<file path="src/rtl/cell_array_pkg.sv">
// Shared types and constants for the SR-latch cell array access controller.
//   state_e : access sequencer states (idle / setup / active / hold)
//   NUM_REQ : number of requesters served by the round-robin arbiter
//   REQ0/1  : requester indices used for grant bits and response ids
package cell_array_pkg;

  typedef enum logic [1:0] {
    StIdle,
    StSetup,
    StActive,
    StHold
  } state_e;

  localparam int unsigned NUM_REQ = 2;
  localparam int unsigned REQ0    = 0;
  localparam int unsigned REQ1    = 1;

endpackage

</file>
<file path="src/rtl/rr_arb2.sv">
// Two-way round-robin arbiter, purely combinational.
//   req_i        : request vector, bit i = requester i
//   last_grant_i : index of the requester granted most recently
//   enable_i     : arbitration allowed this cycle; grant is zero otherwise
//   grant_o      : one-hot (or zero) grant vector
module rr_arb2
  import cell_array_pkg::*;
(
  input  logic [NUM_REQ-1:0] req_i,
  input  logic               last_grant_i,
  input  logic               enable_i,
  output logic [NUM_REQ-1:0] grant_o
);

  always_comb begin
    grant_o = '0;
    if (enable_i) begin
      case (req_i)
        2'b01:   grant_o = 2'b01;
        2'b10:   grant_o = 2'b10;
        // Contention: favour whoever did not win last time.
        2'b11:   grant_o = last_grant_i ? 2'b01 : 2'b10;
        default: grant_o = '0;
      endcase
    end
  end

endmodule

</file>
<file path="src/rtl/cell_array_ctrl.sv">
// Access controller for a DEPTH x WIDTH array of SR-latch cells.
// Arbitrates two word requesters and drives the array with a
// setup / select / hold sequence so the latches only see cs while
// address, rd_wr and write data are stable.
//   clk, rst          : clock, synchronous active-high reset
//   req_valid/ready   : per-requester handshake (ready is the arbiter grant)
//   req_we/addr/wdata : per-requester packed request fields
//   rsp_valid/id      : one-cycle completion pulse and owning requester
//   rsp_rdata/err     : read word, out-of-range flag
//   cell_cs           : one-hot row select
//   cell_rd_wr        : shared direction (1 = read)
//   cell_wr_data      : shared column write data
//   cell_rd_data      : OR of all row outputs
module cell_array_ctrl
  import cell_array_pkg::*;
#(
  parameter int unsigned WIDTH = 8,
  parameter int unsigned DEPTH = 16,
  parameter int unsigned AW    = (DEPTH > 1) ? $clog2(DEPTH) : 1,
  parameter int unsigned PULSE = 2
) (
  input  logic                       clk,
  input  logic                       rst,
  input  logic [NUM_REQ-1:0]         req_valid,
  output logic [NUM_REQ-1:0]         req_ready,
  input  logic [NUM_REQ-1:0]         req_we,
  input  logic [NUM_REQ*AW-1:0]      req_addr,
  input  logic [NUM_REQ*WIDTH-1:0]   req_wdata,
  output logic                       rsp_valid,
  output logic                       rsp_id,
  output logic [WIDTH-1:0]           rsp_rdata,
  output logic                       rsp_err,
  output logic [DEPTH-1:0]           cell_cs,
  output logic                       cell_rd_wr,
  output logic [WIDTH-1:0]           cell_wr_data,
  input  logic [WIDTH-1:0]           cell_rd_data
);

  localparam int unsigned CW = (PULSE > 1) ? $clog2(PULSE) : 1;

  state_e            state_q, state_d;
  logic [CW-1:0]     cnt_q, cnt_d;
  logic              last_grant_q, last_grant_d;
  logic              we_q, we_d;
  logic [AW-1:0]     addr_q, addr_d;
  logic [WIDTH-1:0]  wdata_q, wdata_d;
  logic              id_q, id_d;
  logic              err_q, err_d;

  logic [DEPTH-1:0]  cell_cs_q, cell_cs_d;
  logic              cell_rd_wr_q, cell_rd_wr_d;
  logic [WIDTH-1:0]  cell_wr_data_q, cell_wr_data_d;
  logic              rsp_valid_q, rsp_valid_d;
  logic              rsp_id_q, rsp_id_d;
  logic [WIDTH-1:0]  rsp_rdata_q, rsp_rdata_d;
  logic              rsp_err_q, rsp_err_d;

  logic [NUM_REQ-1:0] grant;
  logic               accept;
  logic               sel;
  logic               sel_we;
  logic [AW-1:0]      sel_addr;
  logic [WIDTH-1:0]   sel_wdata;
  logic               sel_err;
  logic               last_active;

  rr_arb2 u_arb (
    .req_i        (req_valid),
    .last_grant_i (last_grant_q),
    .enable_i     (state_q == StIdle),
    .grant_o      (grant)
  );

  assign req_ready = grant;
  assign accept    = |(req_valid & grant);
  assign sel       = grant[REQ1];
  assign sel_we    = sel ? req_we[REQ1] : req_we[REQ0];
  assign sel_addr  = sel ? req_addr[AW +: AW] : req_addr[0 +: AW];
  assign sel_wdata = sel ? req_wdata[WIDTH +: WIDTH] : req_wdata[0 +: WIDTH];
  assign sel_err   = (32'(sel_addr) >= DEPTH);

  // Final ACTIVE cycle: read data is sampled and the response is launched.
  assign last_active = (state_q == StActive) && (cnt_q == '0);

  // State register.
  always_ff @(posedge clk) begin
    if (rst) begin
      state_q        <= StIdle;
      cnt_q          <= '0;
      last_grant_q   <= 1'b1;
      we_q           <= 1'b0;
      addr_q         <= '0;
      wdata_q        <= '0;
      id_q           <= 1'b0;
      err_q          <= 1'b0;
      cell_cs_q      <= '0;
      cell_rd_wr_q   <= 1'b1;
      cell_wr_data_q <= '0;
      rsp_valid_q    <= 1'b0;
      rsp_id_q       <= 1'b0;
      rsp_rdata_q    <= '0;
      rsp_err_q      <= 1'b0;
    end else begin
      state_q        <= state_d;
      cnt_q          <= cnt_d;
      last_grant_q   <= last_grant_d;
      we_q           <= we_d;
      addr_q         <= addr_d;
      wdata_q        <= wdata_d;
      id_q           <= id_d;
      err_q          <= err_d;
      cell_cs_q      <= cell_cs_d;
      cell_rd_wr_q   <= cell_rd_wr_d;
      cell_wr_data_q <= cell_wr_data_d;
      rsp_valid_q    <= rsp_valid_d;
      rsp_id_q       <= rsp_id_d;
      rsp_rdata_q    <= rsp_rdata_d;
      rsp_err_q      <= rsp_err_d;
    end
  end

  // Next-state and request capture.
  always_comb begin
    state_d      = state_q;
    cnt_d        = cnt_q;
    last_grant_d = last_grant_q;
    we_d         = we_q;
    addr_d       = addr_q;
    wdata_d      = wdata_q;
    id_d         = id_q;
    err_d        = err_q;
    unique case (state_q)
      StIdle: begin
        if (accept) begin
          state_d      = StSetup;
          last_grant_d = sel;
          we_d         = sel_we;
          addr_d       = sel_addr;
          wdata_d      = sel_wdata;
          id_d         = sel;
          err_d        = sel_err;
        end
      end
      StSetup: begin
        state_d = StActive;
        cnt_d   = CW'(PULSE - 1);
      end
      StActive: begin
        if (cnt_q == '0) state_d = StHold;
        else             cnt_d   = cnt_q - 1'b1;
      end
      StHold: begin
        state_d = StIdle;
      end
      default: state_d = StIdle;
    endcase
  end

  // Registered outputs. rd_wr / wr_data change only on accept (entering
  // SETUP, cs low) and on leaving HOLD (cs low), never next to a cs edge.
  always_comb begin
    cell_rd_wr_d   = cell_rd_wr_q;
    cell_wr_data_d = cell_wr_data_q;
    if (accept) begin
      cell_rd_wr_d   = ~sel_we;
      cell_wr_data_d = sel_we ? sel_wdata : '0;
    end else if (state_q == StHold) begin
      cell_rd_wr_d   = 1'b1;
      cell_wr_data_d = '0;
    end

    cell_cs_d = '0;
    if ((state_d == StActive) && !err_q) begin
      for (int unsigned r = 0; r < DEPTH; r++) begin
        cell_cs_d[r] = (addr_q == AW'(r));
      end
    end

    rsp_valid_d = last_active;
    rsp_id_d    = rsp_id_q;
    rsp_rdata_d = rsp_rdata_q;
    rsp_err_d   = rsp_err_q;
    if (last_active) begin
      rsp_id_d    = id_q;
      rsp_err_d   = err_q;
      rsp_rdata_d = (we_q || err_q) ? '0 : cell_rd_data;
    end
  end

  assign cell_cs      = cell_cs_q;
  assign cell_rd_wr   = cell_rd_wr_q;
  assign cell_wr_data = cell_wr_data_q;
  assign rsp_valid    = rsp_valid_q;
  assign rsp_id       = rsp_id_q;
  assign rsp_rdata    = rsp_rdata_q;
  assign rsp_err      = rsp_err_q;

endmodule

</file>
<file path="config.mk">
export PLATFORM = sky130hd
export DESIGN_NAME = cell_array_ctrl
export DESIGN_NICKNAME = d
export VERILOG_FILES = /design/src/rtl/cell_array_pkg.sv /design/src/rtl/rr_arb2.sv /design/src/rtl/cell_array_ctrl.sv
export SDC_FILE = /design/constraint.sdc
export NUM_CORES = 1
export LEC_CHECK = 0
export BUFFER_PORTS_ARGS = -buffer_cell sky130_fd_sc_hd__buf_2
export CORE_ASPECT_RATIO = 1.4
export CORE_MARGIN = 5
export CORE_UTILIZATION = 30
export CTS_BUF_LIST = sky130_fd_sc_hd__clkbuf_8
export DETAILED_ROUTE_END_ITERATION = 8
export PLACE_DENSITY_LB_ADDON = 0.12
export REMOVE_ABC_BUFFERS = 1
export SLEW_MARGIN = 5
export SYNTH_ARGS = -nofsm -noshare
export SYNTH_HDL_FRONTEND = slang
export SYNTH_SLANG_ARGS = --single-unit
</file>
<file path="constraint.sdc">
create_clock -name clk -period 1.5 [get_ports clk]
set_input_delay 0 -clock clk [delete_from_list [all_inputs] [get_ports clk]]
set_output_delay 0 -clock clk [all_outputs]
set_load 0.03 [all_outputs]
</file>
==> impl_metrics.env <==
export IMPL_crit_fanout=8
export IMPL_gp_congestion=0.659
export IMPL_grt_max_degree=18
export IMPL_vias=1620
export IMPL_syn_inst=184
export IMPL_cts_sinks=45
export IMPL_highest_layer="met4"
export IMPL_maxSlewHeadroom=0.451
export IMPL_dr_pass1_iters=4
export IMPL_cellPowerDensity_nw_per_um2=1700
export IMPL_cts_tree="yes"
export IMPL_cts_buffers=5
export IMPL_drv_slew=0
export IMPL_status="complete, but fails checks"
export IMPL_cts_root_buffer="clkbuf_8"
export IMPL_grt_ovfl_total=0
export IMPL_setup_viol=0
export IMPL_route_met2_wl_um=2470
export IMPL_ys_seq_elements=45
export IMPL_critPathKind="reg -> reg"
export IMPL_worst_pin_slew_ns=0.822
export IMPL_clk_path_buf_depth=2
export IMPL_finalCritPeriodShare=0.950
export IMPL_clk_latency_ns=0.30
export IMPL_reg2reg_to="cell_cs[12]$_SDFF_PP0_"
export IMPL_worst_slack_ns=0.0748
export IMPL_synthToLayoutAreaGrowth_pct=53.5
export IMPL_hp_start="req_wdata[11]"
export IMPL_post_drt_via_cell_ratio=4.53
export IMPL_violations="hold timing"
export IMPL_grt_first_pass_wirelength_um=7480
export IMPL_synth_cell_types=34
export IMPL_final_antenna_net_count=0
export IMPL_wire_per_inst_um=12.9
export IMPL_syn_area_per_cell_sq_um=9.81
export IMPL_met1_length_um=1770
export IMPL_r2r_slack_ns=0.07
export IMPL_min_path_cells=3
export IMPL_hold_path_class="in -> reg"
export IMPL_maxCapViolCount=0
export IMPL_io_pin_count=76
export IMPL_post_route_drc_count=0
export IMPL_total_power_mw=4.71
export IMPL_clk_pin_slew_ns=0.08
export IMPL_dp_slack_ns=-0.0623
export IMPL_worstSetupStartpointType="register"
export IMPL_rows=33
export IMPL_diodes=0
export IMPL_die_y_um=102
export IMPL_period_needed_ns=1.43
export IMPL_drt_total_wl_um=4630
export IMPL_fp_dieW_um=75.6
export IMPL_die_area_sq_um=7690
export IMPL_required_ns=1.71
export IMPL_h_tree_depth=2
export IMPL_synth_seq_area_share=0.499
export IMPL_async_flop_share=0
export IMPL_r2r_cells=6
export IMPL_dp_cells=332
export IMPL_endpoint_kind="register"
export IMPL_dp_hpwl_um=3360
export IMPL_clock_fmax_mhz=702
export IMPL_worst_hold_slack_ns=-0.00976
export IMPL_syn_area_sq_um=1810
export IMPL_hold_viol_final=1
export IMPL_dr_wl_met3_um=348
export IMPL_port_buffer_count=74
export IMPL_drtIter0Drc=34
export IMPL_core_area_sq_um=5860
export IMPL_rsz0062_at_grt="true"
export IMPL_r2r_start="state_q[0]$_SDFF_PP0_"
export IMPL_start_util=0.308
export IMPL_layout_drive_gt1_share=0.465
export IMPL_synth_edf_count=0
export IMPL_worstHoldEndpoint="cell_wr_data[3]$_SDFFE_PP0P_"
export IMPL_stdcell_count=358
export IMPL_final_nets=329
export IMPL_irDropWorstVdd_mv=0.653
export IMPL_p_leak_nw=1.22
export IMPL_grt_pass1_vias=1619
export IMPL_ys_warn_count=0
export IMPL_ys_flop_type="dfxtp_1"
export IMPL_skew_ns=0.00398
export IMPL_antenna_found_initial=0
export IMPL_arrival_ns=1.63
export IMPL_track_usage=0.127
==> cells by family (layout without fill, tap and decap cells) <==
group / count (synthesis) / after routing / share of synthesized area
and+or+nand+nor: 72 / 73 / 0.232
DFF: 45 / 45 / 0.499
AOI/OAI and AO/OA: 36 / 36 / 0.139
buffers and inverters: 17 / 120 / 0.0499
muxes: 9 / 9 / 0.0499
adders and majority gates: 4 / 4 / 0.0277
other: 1 / 1 / 0.00208
==> worst max-delay path by stage <==
stage	from	endpoint	slack [ns]	cells after the start
floorplan	state_q[0]$_SDFF_PP0_	cell_wr_data[0]$_SDFFE_PP0P_	-0.88	6
global route	state_q[0]$_SDFF_PP0_	cell_cs[10]$_SDFF_PP0_	-0.01	6
finish	state_q[0]$_SDFF_PP0_	cell_cs[12]$_SDFF_PP0_	0.07	6
detailed placement	state_q[0]$_SDFF_PP0_	cell_wr_data[2]$_SDFFE_PP0P_	-0.06	7
global placement	state_q[0]$_SDFF_PP0_	cell_wr_data[2]$_SDFFE_PP0P_	-0.03	7
CTS	state_q[1]$_SDFF_PP0_	req_ready[1]	-0.009	7
==> report_power, final <==
group / switching [mW] / internal (mW)
clock network: 0.395 / 0.536
registers: 0.187 / 1.39
logic: 1.25 / 0.958
total: 1.83 / 2.89
==> registers in the layout (all words and copies together), names as in the netlist <==
register / count
cell_cs: 16
cell_wr_data: 8
rsp_rdata: 8
addr_q: 4
state_q: 2
cell_rd_wr: 1
cnt_q: 1
id_q: 1
last_grant_q: 1
rsp_id: 1
rsp_valid: 1
we_q: 1
==> worst max-delay path, stage by stage (launching register included) <==
cell and delay, ns:
dfxtp_2 0.35, inv_4 0.05, ha_4 0.17, o21a_4 0.13, o21ai_4 0.24, nand2_8 0.14
nor4_4 0.26
==> per-stage QoR <==
stage               TNS (ns)  cell area, sq um  utilization
floorplan              -8.55              1730            -
global placement      -0.131              2330        0.398
detailed placement    -0.440              2330        0.398
CTS                 -0.00929              2630        0.449
global route         -0.0296              2770        0.473
finish                     0              2770        0.473
==> cells in the mapped netlist, types with 2 or more instances <==
library cell / number / share of area
nand3b_1: 3 / 0.012
nor3_1: 7 / 0.019
nand2b_1: 5 / 0.017
mux2i_1: 9 / 0.050
o21ai_0: 10 / 0.028
dfxtp_1: 45 / 0.50
nand2_1: 14 / 0.029
nor4_4: 2 / 0.024
clkbuf_1: 3 / 0.0062
nor2_1: 19 / 0.040
nor4_1: 6 / 0.021
nor3b_1: 8 / 0.033
inv_1: 3 / 0.0062
ha_1: 4 / 0.028
a22oi_1: 4 / 0.017
buf_4: 2 / 0.0083
buf_2: 3 / 0.0083
a32o_1: 5 / 0.028
buf_1: 4 / 0.0083
buf_6: 2 / 0.012
a21oi_1: 11 / 0.030
nor2b_1: 2 / 0.0069
nor3_2: 2 / 0.011
==> metal layers <==
metal  track usage  up-vias
met2         0.228       51
li1              -      846
met5             0        -
met4        0.0444        0
met3        0.0427        4
met1         0.134      719
==> cell type report <==
class,count,area [sq um]
multi-input cells,123,956
well taps,70,87.6
fillers,584,3090
clock inverters,2,33.8
clock buffers,6,82.6
repair buffers,109,694
inverters,3,13.8
flip-flops and latches,45,903
==> cell usage in the layout, fill, tap and decap left out, types with 2 or more instances in the layout <==
| cell | instances |
|---|---|
| dlygate4sd3_1 | 13 |
| o21ai_0 | 5 |
| buf_2 | 72 |
| nor3_2 | 3 |
| a22oi_1 | 4 |
| nand2b_1 | 3 |
| nor4_2 | 2 |
| nor2b_2 | 2 |
| nor3_1 | 6 |
| o21ai_1 | 4 |
| buf_4 | 21 |
| mux2i_1 | 8 |
| a32o_1 | 5 |
| a21oi_1 | 10 |
| nor3b_1 | 8 |
| nor4_4 | 6 |
| inv_1 | 2 |
| clkbuf_8 | 6 |
| dfxtp_2 | 2 |
| ha_1 | 2 |
| nand3b_1 | 3 |
| nand2_1 | 13 |
| dfxtp_1 | 43 |
| nor2_1 | 19 |
==> repair_timing <==
action                                 in CTS  in global routing
cloned                                      0                  1
buffers inserted                            2                  2
setup endpoints to repair                  18                 33
endpoints found under the hold margin       9                  0
gates resized for setup                     9                 30
hold buffers                               13                  0
pin swaps                                   0                  4
(Power assumes the default switching activity.)
